[config.mk]
export PLATFORM = sky130hd
export DESIGN_NAME = switch_inject_arbiter
export DESIGN_NICKNAME = d
export VERILOG_FILES = /design/src/rtl/switch_arb_pkg.sv /design/src/rtl/switch_ack_sync.sv /design/src/rtl/switch_inject_arbiter.sv
export SDC_FILE = /design/constraint.sdc
export NUM_CORES = 1
export LEC_CHECK = 0
export CAP_MARGIN = 25
export CORE_AREA = 5 5 304 306
export DETAILED_ROUTE_END_ITERATION = 7
export DIE_AREA = 0 0 309 311
export MAX_ROUTING_LAYER = met4
export PLACE_DENSITY = 0.44
export SLEW_MARGIN = 20
export SYNTH_ARGS = -nofsm -noshare
export SYNTH_HDL_FRONTEND = slang
export SYNTH_SLANG_ARGS = --single-unit
export TNS_END_PERCENT = 50
[constraint.sdc]
create_clock -name clk -period 12.4 [get_ports clk]
set_clock_uncertainty 0.1 [all_clocks]
set_input_delay 1.86 -clock clk [delete_from_list [all_inputs] [get_ports clk]]
set_output_delay 1.86 -clock clk [all_outputs]
set_load 0.02 [all_outputs]
[src/rtl/switch_arb_pkg.sv]
// Shared types and the round-robin pick helper for the switch injection arbiter.
// Index widths are sized for up to MAX_PORTS requesters.
package switch_arb_pkg;

    typedef enum logic [1:0] {
        IDLE,
        SETUP,
        WAIT_HI,
        WAIT_LO
    } arb_state_e;

    localparam int MAX_PORTS = 32;
    localparam int PTR_W     = $clog2(MAX_PORTS);

    typedef struct packed {
        logic             found;
        logic [PTR_W-1:0] idx;
    } rr_pick_t;

    // First set bit of valid at or after ptr, wrapping at ports-1 back to 0.
    function automatic rr_pick_t rr_pick(input logic [MAX_PORTS-1:0] valid,
                                         input logic [PTR_W-1:0]     ptr,
                                         input int                   ports);
        rr_pick_t         res;
        int               pos;
        logic [PTR_W-1:0] sel;
        res = '0;
        for (int k = 0; k < MAX_PORTS; k++) begin
            pos = (int'(ptr) + k) % ports;
            sel = PTR_W'(pos);
            if (k < ports && !res.found && valid[sel]) begin
                res.found = 1'b1;
                res.idx   = sel;
            end
        end
        return res;
    endfunction

endpackage

[src/rtl/switch_ack_sync.sv]
// Multi-flop synchroniser bringing the switch's asynchronous acknowledge into the clk domain.
module switch_ack_sync #(
    parameter int SYNC_STAGES = 2
) (
    input  logic clk,
    input  logic reset,
    input  logic async_i,
    output logic sync_o
);

    logic [SYNC_STAGES-1:0] sync_q;
    logic [SYNC_STAGES-1:0] sync_d;

    always_comb begin
        sync_d = {sync_q[SYNC_STAGES-2:0], async_i};
    end

    always_ff @(posedge clk or posedge reset) begin
        if (reset) begin
            sync_q <= '0;
        end else begin
            sync_q <= sync_d;
        end
    end

    assign sync_o = sync_q[SYNC_STAGES-1];

endmodule

[src/rtl/switch_inject_arbiter.sv]
// Round-robin packet arbiter driving a 4-phase bundled-data switch input port.
// Optional watchdog on the handshake wait states is enabled by defining SWITCH_ARB_WATCHDOG_EN.
module switch_inject_arbiter
    import switch_arb_pkg::*;
#(
    parameter int WIDTH          = 128,
    parameter int PORTS          = 5,
    parameter int SYNC_STAGES    = 2,
    parameter int TIMEOUT_CYCLES = 1024
) (
    input  logic                   clk,
    input  logic                   reset,
    input  logic [PORTS-1:0]       src_valid_i,
    input  logic [PORTS*WIDTH-1:0] src_data_i,
    input  logic [PORTS-1:0]       src_tail_i,
    output logic [PORTS-1:0]       src_ready_o,
    output logic [PORTS-1:0]       grant_o,
    output logic                   req_o,
    output logic [WIDTH-1:0]       data_o,
    input  logic                   ack_i,
    output logic                   busy_o,
    output logic                   timeout_o
);

    arb_state_e       state_q, state_d;
    logic             req_q, req_d;
    logic [WIDTH-1:0] data_q, data_d;
    logic [PORTS-1:0] grant_q, grant_d;
    logic [PORTS-1:0] ready_q, ready_d;
    logic             tail_q, tail_d;
    logic             busy_q, busy_d;
    logic [PTR_W-1:0] rr_q, rr_d;
    logic [PTR_W-1:0] owner_q, owner_d;

    logic                 ack_s;
    logic [MAX_PORTS-1:0] valid_ext;
    logic [MAX_PORTS-1:0] tail_ext;
    rr_pick_t             pick;
    logic                 locked;
    logic                 owner_valid;
    logic                 capture;
    logic [PTR_W-1:0]     cap_idx;

    switch_ack_sync #(
        .SYNC_STAGES(SYNC_STAGES)
    ) u_ack_sync (
        .clk    (clk),
        .reset  (reset),
        .async_i(ack_i),
        .sync_o (ack_s)
    );

    assign valid_ext   = MAX_PORTS'(src_valid_i);
    assign tail_ext    = MAX_PORTS'(src_tail_i);
    assign locked      = |grant_q;
    assign owner_valid = valid_ext[owner_q];

    always_comb begin
        pick = rr_pick(valid_ext, rr_q, PORTS);
    end

    // A nonzero grant means a packet is locked: only its owner may be captured until the tail completes.
    always_comb begin
        state_d = state_q;
        req_d   = req_q;
        data_d  = data_q;
        grant_d = grant_q;
        ready_d = '0;
        tail_d  = tail_q;
        rr_d    = rr_q;
        owner_d = owner_q;
        capture = 1'b0;
        cap_idx = owner_q;

        case (state_q)
            IDLE: begin
                if (locked) begin
                    capture = owner_valid;
                end else if (pick.found) begin
                    capture = 1'b1;
                    cap_idx = pick.idx;
                end
            end
            SETUP: begin
                req_d   = 1'b1;
                state_d = WAIT_HI;
            end
            WAIT_HI: begin
                if (ack_s) begin
                    req_d   = 1'b0;
                    state_d = WAIT_LO;
                end
            end
            WAIT_LO: begin
                if (!ack_s) begin
                    if (tail_q) begin
                        grant_d = '0;
                        rr_d    = (owner_q == PTR_W'(PORTS - 1)) ? '0 : owner_q + PTR_W'(1);
                        state_d = IDLE;
                    end else if (owner_valid) begin
                        capture = 1'b1;
                    end else begin
                        state_d = IDLE;
                    end
                end
            end
            default: state_d = IDLE;
        endcase

        // Data is loaded a full cycle before req rises so the bundle is settled at the switch.
        if (capture) begin
            owner_d = cap_idx;
            data_d  = src_data_i[int'(cap_idx)*WIDTH +: WIDTH];
            ready_d = PORTS'(1) << cap_idx;
            grant_d = PORTS'(1) << cap_idx;
            tail_d  = tail_ext[cap_idx];
            state_d = SETUP;
        end

        busy_d = (state_d != IDLE);
    end

    always_ff @(posedge clk or posedge reset) begin
        if (reset) begin
            state_q <= IDLE;
            req_q   <= 1'b0;
            data_q  <= '0;
            grant_q <= '0;
            ready_q <= '0;
            tail_q  <= 1'b0;
            busy_q  <= 1'b0;
            rr_q    <= '0;
            owner_q <= '0;
        end else begin
            state_q <= state_d;
            req_q   <= req_d;
            data_q  <= data_d;
            grant_q <= grant_d;
            ready_q <= ready_d;
            tail_q  <= tail_d;
            busy_q  <= busy_d;
            rr_q    <= rr_d;
            owner_q <= owner_d;
        end
    end

    assign req_o       = req_q;
    assign data_o      = data_q;
    assign grant_o     = grant_q;
    assign src_ready_o = ready_q;
    assign busy_o      = busy_q;

`ifdef SWITCH_ARB_WATCHDOG_EN
    localparam int CNT_W = $clog2(TIMEOUT_CYCLES + 1);

    logic [CNT_W-1:0] wd_cnt_q, wd_cnt_d;
    logic             timeout_q, timeout_d;

    // Counts cycles spent waiting on one handshake phase; saturates at the limit, flag is sticky.
    always_comb begin
        wd_cnt_d  = wd_cnt_q;
        timeout_d = timeout_q;
        if (state_d != state_q && (state_d == WAIT_HI || state_d == WAIT_LO)) begin
            wd_cnt_d = '0;
        end else if (state_q == WAIT_HI || state_q == WAIT_LO) begin
            if (wd_cnt_q != CNT_W'(TIMEOUT_CYCLES)) begin
                wd_cnt_d = wd_cnt_q + CNT_W'(1);
            end
            if (wd_cnt_d == CNT_W'(TIMEOUT_CYCLES)) begin
                timeout_d = 1'b1;
            end
        end
    end

    always_ff @(posedge clk or posedge reset) begin
        if (reset) begin
            wd_cnt_q  <= '0;
            timeout_q <= 1'b0;
        end else begin
            wd_cnt_q  <= wd_cnt_d;
            timeout_q <= timeout_d;
        end
    end

    assign timeout_o = timeout_q;
`else
    assign timeout_o = 1'b0;
`endif

endmodule

# Word-level counts from Yosys, hierarchy flattened
# Index checks and enable logic that the tools add are counted.
# classes
addsub,5
div,5
n_lt_le_gt_ge,7
eq_ne,6
shift,2
mux,42
bitwise,1
n_reduce_logical,17
# op_table
op,count
640-bit by 13-bit indexed part select with 128-bit output,1
32-bit by 4-bit remainder unit with 32-bit output (second input constant),4
5-bit 2-to-1 mux,9
5-bit by 6-bit < comparator with 1-bit output (second input constant),7
1-bit binary-select mux with 5-bit select,7
6-bit by 4-bit remainder unit with 32-bit output (second input constant),1
6-bit 2-to-1 mux,5
1-bit 2-to-1 mux,13
5-bit by 2-bit adder with 6-bit output (second input constant),2
2-bit 2-to-1 mux,5
2-bit nonzero test,4
5-bit by 1-bit adder with 6-bit output (second input constant),1
5-bit by 3-bit adder with 6-bit output (second input constant),1
2-bit one-hot mux with 3 select lines,1
3-bit AND reduction,2
5-bit by 1-bit adder with 5-bit output (second input constant),1
5-bit by 3-bit == test with 1-bit output (second input constant),1
5-bit OR reduction,1
1-bit by 5-bit << shifter with 5-bit output (first input constant),1
2-bit == test (second input constant),2
1-bit logical AND,4
1-bit logical NOT,4
1-bit one-hot mux with 2 select lines,2
2-bit by 1-bit == test with 1-bit output (second input constant),1
5 further kinds,5
# totals
register_bits,155
input_bits,653
output_inout_bits,141
word_cells,95

# Depth between registers and ports, before layout
# Gate-level depths: netlist of run 1.
# depth
depth_word,21
depth_mapped,35
ltp_nobuf,30

# By module
# From an unflattened synthesis of run 1, not the netlist that was laid out.
# unflattened
hier_cells,1757
area_unflattened_um2,15574.9
# modules_own_cells
mod,instances,cells_per_inst,area_per_inst_um2,seq_area_each_um2
switch_inject_arbiter,1,1754,15521.1,3828.7
switch_ack_sync,1,3,53.8,50.0

# Least setup slack after synthesis of run 1
# No wires, ideal clock.
# synth_path
path_type,register to register
start,reg rr_q[1]
end,reg data_q[118] (netlist: data_o[118])
setup_time_ns,0.146
t_arrival_ns,7.454
t_required_ns,12.154
setup_slack_ns,4.701
path_stages_with_launch,34
path_buffers,5
synth_period_minus_slack_ns,7.699
path_cell_list,dfrtp_1 clkbuf_1 clkinv_1 ha_1 buf_4 a21oi_2 buf_2 nor2_1 ha_1 nand3b_1 o221ai_1 nand2_1 a21oi_2 inv_1 ha_1 inv_1 o311ai_0 o211a_1 a211o_1 xnor2_2 ha_1 inv_1 nor2_1 o32ai_1 nor2_1 o21ai_1 mux2_1 a2111o_1 a211o_1 a31o_2 nand3_2 buf_4 clkbuf_1 o221ai_1
# synth_via
elab_chain_len,20
elab_cells_between_ends,39
cone_classes,add/sub: 4; div: 5; shift: 1; mux: 21; reduce/logical: 8
# synth_lines
item,line,rtl
"start, declared",switch_inject_arbiter.sv:32,"logic [PTR_W-1:0] rr_q, rr_d;"
"start signal, assigned",switch_inject_arbiter.sv:142,rr_q <= rr_d;
branches (longest 15 deep; another with 32-bit by 4-bit remainder unit with 32-bit output),--,
6-bit 2-to-1 mux (*),switch_arb_pkg.sv:31,if (k < ports && !res.found && valid[sel]) begin
5-bit 2-to-1 mux,switch_inject_arbiter.sv:79,end else if (pick.found) begin
5-bit 2-to-1 mux,switch_inject_arbiter.sv:77,if (locked) begin
5-bit 2-to-1 mux,switch_inject_arbiter.sv:75,case (state_q)
640-bit by 13-bit indexed part select with 128-bit output,switch_inject_arbiter.sv:113,data_d = src_data_i[int'(cap_idx)*WIDTH +: WIDTH];
"end signal, assigned",switch_inject_arbiter.sv:137,data_q <= data_d;
"end, declared",switch_inject_arbiter.sv:27,"logic [WIDTH-1:0] data_q, data_d;"
# Every way passes the cells marked *. The select of a mux whose other input is x is not followed.
# A chain may end at the register's enable or synchronous reset.

# Worst setup path in the final report of run 1
# layout_path
start,reg rr_q[1]
end,reg data_q[70] (netlist: data_o[70])
# Same word-level chain as after synthesis.

==> results of run 1 <==
-- cell families (layout without fill, tap and decap cells) --
group           Yosys count  count (layout)
fa+ha+maj                50              50
other cells               1              63
compound gates          566             566
buf+inv                 169             885
mux                     277             277
xor+xnor                 27              27
flops                   155             155
simple gates            327             327
-- worst max-delay path: cells and delay by family, from the launching register on --
family / cells / cell delay [ns]
compound gates: 14 / 3.72
simple gates: 5 / 1.66
fa+ha+maj: 4 / 1.58
buf+inv: 5 / 1.55
flops: 1 / 0.37
xor+xnor: 1 / 0.32
mux: 1 / 0.31
-- routing by layer --
layer / up-vias / wire, um / GRT usage
li1: 7793 / - / -
met1: 8968 / 50300 / 0.311
met2: 959 / 55400 / 0.382
met3: 96 / 13300 / 0.0892
met4: 0 / 3610 / 0.0657
met5: - / 0 / -
-- stage by stage --
stage	hold WS [ns]	power [mW]	utilization	std cells	cell area [sq um]
after floorplan	0.231	5.70	-	1572	14600
after global placement	0.239	7.79	0.264	3431	23600
after detailed placement	0.239	7.87	0.264	3432	23600
after CTS	0.255	8.49	0.271	3464	24200
after global routing	0.258	9.00	0.272	3505	24300
final	0.255	8.50	0.273	3526	24400
-- cells in the mapped netlist (all sizes together) (26+ instances only) --
master / instances / area share
a22oi: 133 / 0.068
mux2i: 267 / 0.18
nor2: 83 / 0.022
o221ai: 138 / 0.084
dfrtp: 155 / 0.27
buf: 92 / 0.038
nor3: 26 / 0.0092
ha: 50 / 0.043
a21oi: 52 / 0.019
nand2: 55 / 0.014
o21ai: 59 / 0.020
clkbuf: 37 / 0.0095
inv: 39 / 0.010
nand3: 30 / 0.011
-- state kept, by name, indices dropped and copies added (netlist names) --
signal / cells
data_o: 128
rr_q: 5
req_o: 1
owner_q: 5
grant_o: 5
u_ack_sync.sync_q: 2
busy_o: 1
tail_q: 1
src_ready_o: 5
state_q: 2
-- where the power goes --
group	leakage (nW)	switching (mW)	internal, mW
Combinational	7.10	4.13	2.83
Clock	0.280	0.260	0.310
Sequential	1.93	0.189	0.784
-- worst paths after layout --
path / endpoint / slack, ns
setup reg to reg: data_o[70] / 2.56
hold / removal: u_ack_sync.sync_q[1] / 0.26
setup / recovery: data_o[70] / 2.56
min in group asynchronous: data_o[61] / 1.85
hold reg to reg: u_ack_sync.sync_q[1] / 0.26
max in group asynchronous: rr_q[2] / 8.98
-- area by class of cell --
type / instances / area [sq um]
Antenna cell: 62 / 155
Clock buffer: 20 / 457
Inverter: 40 / 158
Timing Repair Buffer: 813 / 8180
Clock inverter: 12 / 139
Tap cell: 1176 / 1470
Sequential cell: 155 / 3880
Multi-Input combinational cell: 1248 / 9920
Fill cell: 9404 / 65000
==> run metrics, run 1 <==
crit path DAT=10.10 ns; gpl congestion=1.03; die extent in y=311 um; port bufs=792; Main synth FF type=dfrtp_1; minimum clock period=9.84 ns; number of synthesized register bits=155; Final setup viols=0; P_leak=9.31 nW; Synth cell types=105; commonest non-fill, non-tap cell in the layout=clkdlybuf4s50_1; first-pass detailed-route iteration total=5; syn_nets=2275; post-route ant nets=0; grt total ovfl=0; All-Layer GR Usage=0.249; reg2reg path depth=30; nets@finish=2978; # clock sinks=155; Chip Width=309 um; Setup TNS=0 ns; clk root buf=clkbuf_16; Post-Syn Area per Cell=9.30 sq um; CP Class=flop to flop; min-delay src=u_ack_sync.sync_q[0]; Initial Utilization=0.164; Crit Reg-Reg Startpoint=rr_q[1]; crit path from=rr_q[1]; H-tree depth=4; DR vias=17816; CTS tree=yes; max-cap violation count=0; slowest stage delay, CP=0.74 ns; Post-synth EDFFs=0; post-synthesis adder-cell area fraction=0.0428; Starting DRT DRC Count=1850; Fin. Hold Viols=0; Final WS setup=2.56 ns; Mapped Cells=1572; Hold Crit Class=flop to flop; RSZ-0062 raised after global routing=no; Top Ports=794; main combinational cell family by area after synthesis=compound AO/OA/AOI/OAI gates; post-CTS setup repair buffer count=0; post-cts repair resize count=0; Total Routed Length=123000 um; highest clock rate=0.102 GHz; Compound-Gate Fraction of Synth Area=0.301; DPL Wire Length=103000 um; post-synthesis async set-or-reset flop share=1.00; pin count of the biggest net entering global routing=133; Clock Path Buffers=2; Vias/cell=5.05; area grow syn2layout=66.6%; number of remaining DRC errors=0; worst skew pair latency=0.45 ns; DP Worst Slack=2.70 ns; initial antenna violation count=100; CP max-delay cell=ha_1; Syn Std Cell Area=0.0146 sq mm; Final period util=0.794; depth of the worst hold-timing path=0; core box area=0.0893 sq mm; vias in the first global route=17591; CP endpoint kind=flop; status=completed; Crit path top cell by count=ha_1; peak supply drop=0.338 mV; die area=0.0961 sq mm; cts hold-fix bufs=0; XOR/XNOR Fraction of Synth Area=0.0167; synthesized-area fraction occupied by and/or/nand/nor cells=0.121; Yosys warning total=0; layout cell share with drive strength beyond 1=0.0529; WP data required=12.65 ns; multiplexer share of the synthesized area=0.195; first-pass GRT wire length=159000 um; Worst-path clk slew=0.08 ns; CTS Buf Count=17; PD cells=349 mW/mm^2; slew margin rel.=0.291; worst-margin pin slew=1.06 ns; Core Rows=110; Seq/Total Area, Yosys=0.265; Slew Viols, Final=0; Max FO, Critical Path=84; commonest non-fill, non-tap cells in the layout=clkdlybuf4s50_1, mux2i_1, dfrtp_1; crit start category=flop; WL/cell=34.8 um
Note: power is estimated with default switching activity, not from simulation.
==> inputs of run 2 (changes only) <==
--- a/config.mk
+++ b/config.mk
@@ -6,9 +6,9 @@
 export NUM_CORES = 1
 export LEC_CHECK = 0
 export CAP_MARGIN = 25
-export CORE_AREA = 5 5 304 306
+export CORE_AREA = 5 5 307 309
 export DETAILED_ROUTE_END_ITERATION = 7
-export DIE_AREA = 0 0 309 311
+export DIE_AREA = 0 0 312 314
 export MAX_ROUTING_LAYER = met4
 export PLACE_DENSITY = 0.44
 export SLEW_MARGIN = 20
==> constraint.sdc (replaced) <==
create_clock -name clk -period 8.4 [get_ports clk]
set_clock_uncertainty 0.1 [all_clocks]
set_input_delay 1.26 -clock clk [delete_from_list [all_inputs] [get_ports clk]]
set_output_delay 1.26 -clock clk [all_outputs]
set_load 0.02 [all_outputs]
==> run metrics, run 2 (synthesized netlist as in run 1, its figures left out) <==
P_leak=10.2 nW (+9.5%); area grow syn2layout=77.3%; All-Layer GR Usage=0.239 (-0.00946); Switching Share=0.496 (-0.0423); Starting DRT DRC Count=2037 (+10%); CP Class=flop to flop; grt total ovfl=0 (unchanged); worst hold endpoint=u_ack_sync.sync_q[1]; post-layout util=0.285 (+0.0118); Setup TNS=0 ns (unchanged); reg2reg end=data_o[120]; DPL Wire Length=102000 um (-1.2%); crit path DAT=8.30 ns (-1.80 ns); WP data required=8.67 ns (-3.98 ns); commonest non-fill, non-tap cell in the layout=clkdlybuf4s50_1; Largest register FFs=128 (unchanged); CP endpoint kind=flop; worst hold margin=0.244 ns (-0.0108 ns); Max FO, Critical Path=29 (-65%); Fin. Hold Viols=0 (unchanged); peak supply drop=0.285 mV (-16%); Final period util=0.956 (+0.162); Final setup viols=0 (unchanged); Switch Pwr=6.99 mW (+53%); depth of the worst hold-timing path=0 (unchanged); clock network power share=0.061 (-0.006); first-pass detailed-route iteration total=7 (+2); Design Power=14.1 mW (+66%); fillcell total=9615 (+2.2%); first-pass GRT wire length=158000 um (-0.88%); port bufs=792 (unchanged); CP max-delay cell=dfrtp_1; Total Routed Length=120000 um (-1.9%); CTS Buf Count=17 (unchanged); layout cell share with drive strength beyond 1=0.116 (+0.0632); worst skew pair latency=0.50 ns (+0.05 ns); pin count of the biggest net entering global routing=107 (-20%); die extent in y=314 um (+0.96%); Seq pwr share=0.102 (-0.012); reg2reg path depth=31 (+3.3%); RSZ-0062 raised after global routing=no; vias in the first global route=18411 (+4.7%); status=completed; Slew Viols, Final=0 (unchanged); number of remaining DRC errors=0 (unchanged); nets@finish=3137 (+5.3%); Logic pwr share=0.837 (+0.018); post-route ant nets=0 (unchanged); Vias/cell=4.99 (-1.3%); min-delay src=u_ack_sync.sync_q[0]; clk root buf=clkbuf_16; DR vias=18439 (+3.5%); Worst-path clk slew=0.08 ns (about the same); Crit Reg-Reg Startpoint=rr_q[1]; gpl congestion=0.994 (-3.1%); worst-margin pin slew=1.01 ns (-0.0561 ns); initial antenna violation count=109 (+9.0%); Core Rows=111 (+0.91%); slowest stage delay, CP=0.54 ns (-0.20 ns); Top Ports=794 (unchanged); core box area=0.0911 sq mm (+2.0%); max-cap violation count=0 (unchanged); WL/cell=32.5 um (-6.5%); Chip Width=312 um (+0.97%); crit start category=flop; Clock Path Buffers=2 (unchanged); minimum clock period=8.03 ns (-1.82 ns); flop2flop setup slack=0.37 ns (-2.18 ns); CTS tree=yes; cell internal pwr=7.10 mW (+81%); die area=0.0980 sq mm (+1.9%); Hold Crit Class=flop to flop; PD cells=543 mW/mm^2 (+56%); commonest non-fill, non-tap cells in the layout=clkdlybuf4s50_1, mux2i_1, dfrtp_1; slew margin rel.=0.328 (+0.0374); highest clock rate=0.125 GHz (+23%); # clock sinks=155 (unchanged); H-tree depth=4 (unchanged); Initial Utilization=0.161 (-0.00321)
run 2: cell types whose count changed in the layout (fill, tap and decap cells not counted), sizes merged:
| cell | previous run | this run |
|---|---|---|
| buf | 21 | 180 |
| clkbuf | 20 | 21 |
| clkinv | 5 | 4 |
| diode | 62 | 66 |
| inv | 41 | 40 |
run 2: worst max-delay path by stage:
stage               startpoint           to
floorplan              rr_q[1]  data_o[118]
global placement       rr_q[2]  data_o[120]
detailed placement     rr_q[2]  data_o[120]
CTS                    rr_q[2]  data_o[120]
global route           rr_q[1]  data_o[113]
finish                 rr_q[1]  data_o[120]
run 2: metrics by stage:
step | cells | area, sq um | setup slack [ns]
after floorplan | 1572 | 14600 | 0.701
after global placement | 3599 | 25100 | 0.370
after detailed placement | 3599 | 25100 | 0.261
after CTS | 3630 | 25700 | 0.216
after global routing | 3676 | 25900 | 0.00388
final | 3698 | 25900 | 0.372
run 2: layout make-up:
type	instances	area, sq um	area share
Inverter	40	158	0.00608
Antenna cell	66	165	0.00637
Multi-Input combinational cell	1248	9940	0.383
Clock buffer	21	460	0.0178
Tap cell	1186	1480	0.0572
Clock inverter	10	118	0.00454
Sequential cell	155	3880	0.150
Timing Repair Buffer	972	9720	0.375
run 2: metal layers:
metal / vias to the layer above / part of all wire / track usage
met5: - / 0 / -
met4: 0 / 0.037 / 0.0885
met3: 135 / 0.10 / 0.0679
met2: 966 / 0.46 / 0.371
met1: 9214 / 0.40 / 0.299
li1: 8124 / - / -
run 2: repair_timing:
action / CTS / global route
endpoints found under the setup margin: 0 / 122
buffers inserted: 0 / 2
hold buffers: 0 / 0
resized for setup: 0 / 7
run 2: power groups by stage:
| stage | Sequential [mW] | Combinational [mW] | Clock (mW) |
|---|---|---|---|
| after CTS | 1.43 | 11.7 | 0.884 |
| after floorplan | 1.73 | 6.68 | 0 |
| after global routing | 1.48 | 12.5 | 0.909 |
| after detailed placement | 1.44 | 11.6 | 0 |
| after global placement | 1.44 | 11.5 | 0 |
| final | 1.44 | 11.8 | 0.857 |
run 2: worst max-delay path, delay by kind of cell, from the launching register on:
kind / cells / cell delay, ns
compound gates: 13 / 2.68
fa+ha+maj: 4 / 1.39
simple gates: 7 / 1.28
buf+inv: 4 / 0.83
mux: 2 / 0.76
flops: 1 / 0.54
xor+xnor: 1 / 0.26
==> inputs of run 3 (changes only) <==
--- a/config.mk
+++ b/config.mk
@@ -6,11 +6,11 @@
 export NUM_CORES = 1
 export LEC_CHECK = 0
 export CAP_MARGIN = 25
-export CORE_AREA = 5 5 307 309
+export CORE_AREA = 2 2 313 315
 export DETAILED_ROUTE_END_ITERATION = 7
-export DIE_AREA = 0 0 312 314
+export DIE_AREA = 0 0 315 317
 export MAX_ROUTING_LAYER = met4
-export PLACE_DENSITY = 0.44
+export PLACE_DENSITY = 0.43
 export SLEW_MARGIN = 20
 export SYNTH_ARGS = -nofsm -noshare
 export SYNTH_HDL_FRONTEND = slang
==> run metrics, run 3 (synthesized netlist as in run 1, its figures left out) <==
die extent in y=317 um (+0.96%); Initial Utilization=0.152 (-0.00862); Top Ports=794 (unchanged); PD cells=539 mW/mm^2 (-0.76%); Hold Crit Class=flop to flop; RSZ-0062 raised after global routing=no; Final Cell Area=0.0258 sq mm (-0.38%); max-cap violation count=0 (unchanged); vias in the first global route=18064 (-1.9%); Crit Reg-Reg Startpoint=rr_q[0]; CTS Buf Count=17 (unchanged); Core Rows=114 (+2.7%); CP Class=flop to flop; Clock Path Buffers=2 (unchanged); area grow syn2layout=76.6%; CTS tree=yes; status=completed; grt total ovfl=0 (unchanged); P_leak=10.1 nW (-0.85%); first-pass detailed-route iteration total=5 (-2); pin count of the biggest net entering global routing=91 (-15%); nets@finish=3114 (-0.73%); Worst-path clk slew=0.07 ns (about the same); Starting DRT DRC Count=1597 (-22%); initial antenna violation count=79 (-28%); Layout Cells excl Fill=3748 (+1.4%); CP max-delay cell=dfrtp_1; crit path from=rr_q[0]; worst-margin pin slew=0.818 ns (-0.190 ns); core box area=0.0963 sq mm (+5.7%); Largest register FFs=128 (unchanged); multi-input combinational cell area=0.00992 sq mm (-0.14%); Final setup viols=0 (unchanged); die area=0.0999 sq mm (+1.9%); total placed cells including tap cells=3667 (+1.9%); Placed Area=0.0251 sq mm (-0.26%); H-tree depth=4 (unchanged); minimum clock period=7.75 ns (-0.279 ns); Setup TNS=0 ns (unchanged); cts hold-fix bufs=0 (unchanged); crit start category=flop; clk root buf=clkbuf_16; post-cts repair resize count=0 (unchanged); DR vias=18129 (-1.7%); number of remaining DRC errors=0 (unchanged); fillcell total=10251 (+6.6%); post-CTS setup repair buffer count=0 (unchanged); flop2flop setup slack=0.65 ns (+0.28 ns); gpl congestion=1.01 (+1.7%); All-Layer GR Usage=0.239 (about the same); # clock sinks=155 (unchanged); Slew Viols, Final=0 (unchanged); Vias/cell=4.84 (-3.0%); DPL Wire Length=103000 um (+0.59%); slew margin rel.=0.455 (+0.126); WP data required=8.64 ns (-0.03 ns); Max FO, Critical Path=23 (-21%); CP endpoint kind=flop; Fin. Hold Viols=0 (unchanged); first-pass GRT wire length=158000 um (about the same); worst skew pair latency=0.49 ns (about the same); post-route ant nets=0 (unchanged); peak supply drop=0.444 mV (+55%); Final period util=0.923 (-0.0332); highest clock rate=0.129 GHz (+3.6%); sequential cell area=0.00388 sq mm (about the same); slowest stage delay, CP=0.69 ns (+0.15 ns); reg2reg path depth=29 (-6.5%); Crit path top cell by count=ha_1; Chip Width=315 um (+0.96%); WL/cell=32.2 um (-1.1%); port bufs=792 (unchanged); Total Routed Length=121000 um (+0.27%); commonest non-fill, non-tap cells in the layout=clkdlybuf4s50_1, mux2i_1, dfrtp_1; layout cell share with drive strength beyond 1=0.106 (-0.0105); Setup crit end=data_o[109]; reg2reg end=data_o[109]; crit path DAT=7.99 ns (-0.31 ns); commonest non-fill, non-tap cell in the layout=clkdlybuf4s50_1
==> run 3: stage by stage <==
step	hold WS [ns]	setup WS, ns	power (mW)	utilization
2_1_floorplan	0.231	0.701	8.41	-
3_3_place_gp	0.249	0.708	12.8	0.260
3_5_place_dp	0.246	0.667	13.0	0.260
4_1_cts	0.260	0.617	13.9	0.267
5_1_grt	0.268	0.131	14.8	0.268
6_report	0.256	0.650	13.9	0.268
==> run 3: final cells by class <==
type,count,area share
Antenna cell,48,0.00465
Clock buffer,21,0.0178
Clock inverter,11,0.00557
Inverter,40,0.00611
Multi-Input combinational cell,1248,0.384
Sequential cell,155,0.150
Tap cell,1276,0.0618
Timing Repair Buffer,949,0.369
==> run 3: how the worst min path moves through the flow <==
| stage | end | from | cells after the start | slack, ns |
|---|---|---|---|---|
| final | u_ack_sync.sync_q[1] | u_ack_sync.sync_q[0] | 0 | 0.26 |
| after global routing | u_ack_sync.sync_q[1] | u_ack_sync.sync_q[0] | 0 | 0.27 |
| after CTS | u_ack_sync.sync_q[1] | u_ack_sync.sync_q[0] | 0 | 0.26 |
| after detailed placement | u_ack_sync.sync_q[1] | u_ack_sync.sync_q[0] | 0 | 0.25 |
| after global placement | u_ack_sync.sync_q[1] | u_ack_sync.sync_q[0] | 0 | 0.25 |
| after floorplan | u_ack_sync.sync_q[1] | u_ack_sync.sync_q[0] | 0 | 0.23 |
==> run 3: per-layer routing <==
| metal | vias up | global-route usage | routed length, um |
|---|---|---|---|
| met5 | - | - | 0 |
| met4 | 0 | 0.0853 | 4220 |
| met3 | 119 | 0.0875 | 11500 |
| met2 | 909 | 0.360 | 54500 |
| met1 | 9073 | 0.292 | 50400 |
| li1 | 8028 | - | - |
==> run 3: worst max-delay path: cells and delay by family (launching register included) <==
kind	cells	cell delay (ns)
AO/OA/AOI/OAI	11	2.48
AND/OR/NAND/NOR	7	1.76
adder cells (fa/ha/maj)	3	0.81
buffers and inverters	5	0.77
multiplexers	2	0.72
flip-flops	1	0.69
XOR/XNOR	1	0.23
==> run 3: where the power goes <==
group	internal (mW)	leakage (nW)	switching, mW
logic	5.32	7.88	6.26
clock network	0.482	0.285	0.395
registers	1.15	1.94	0.323
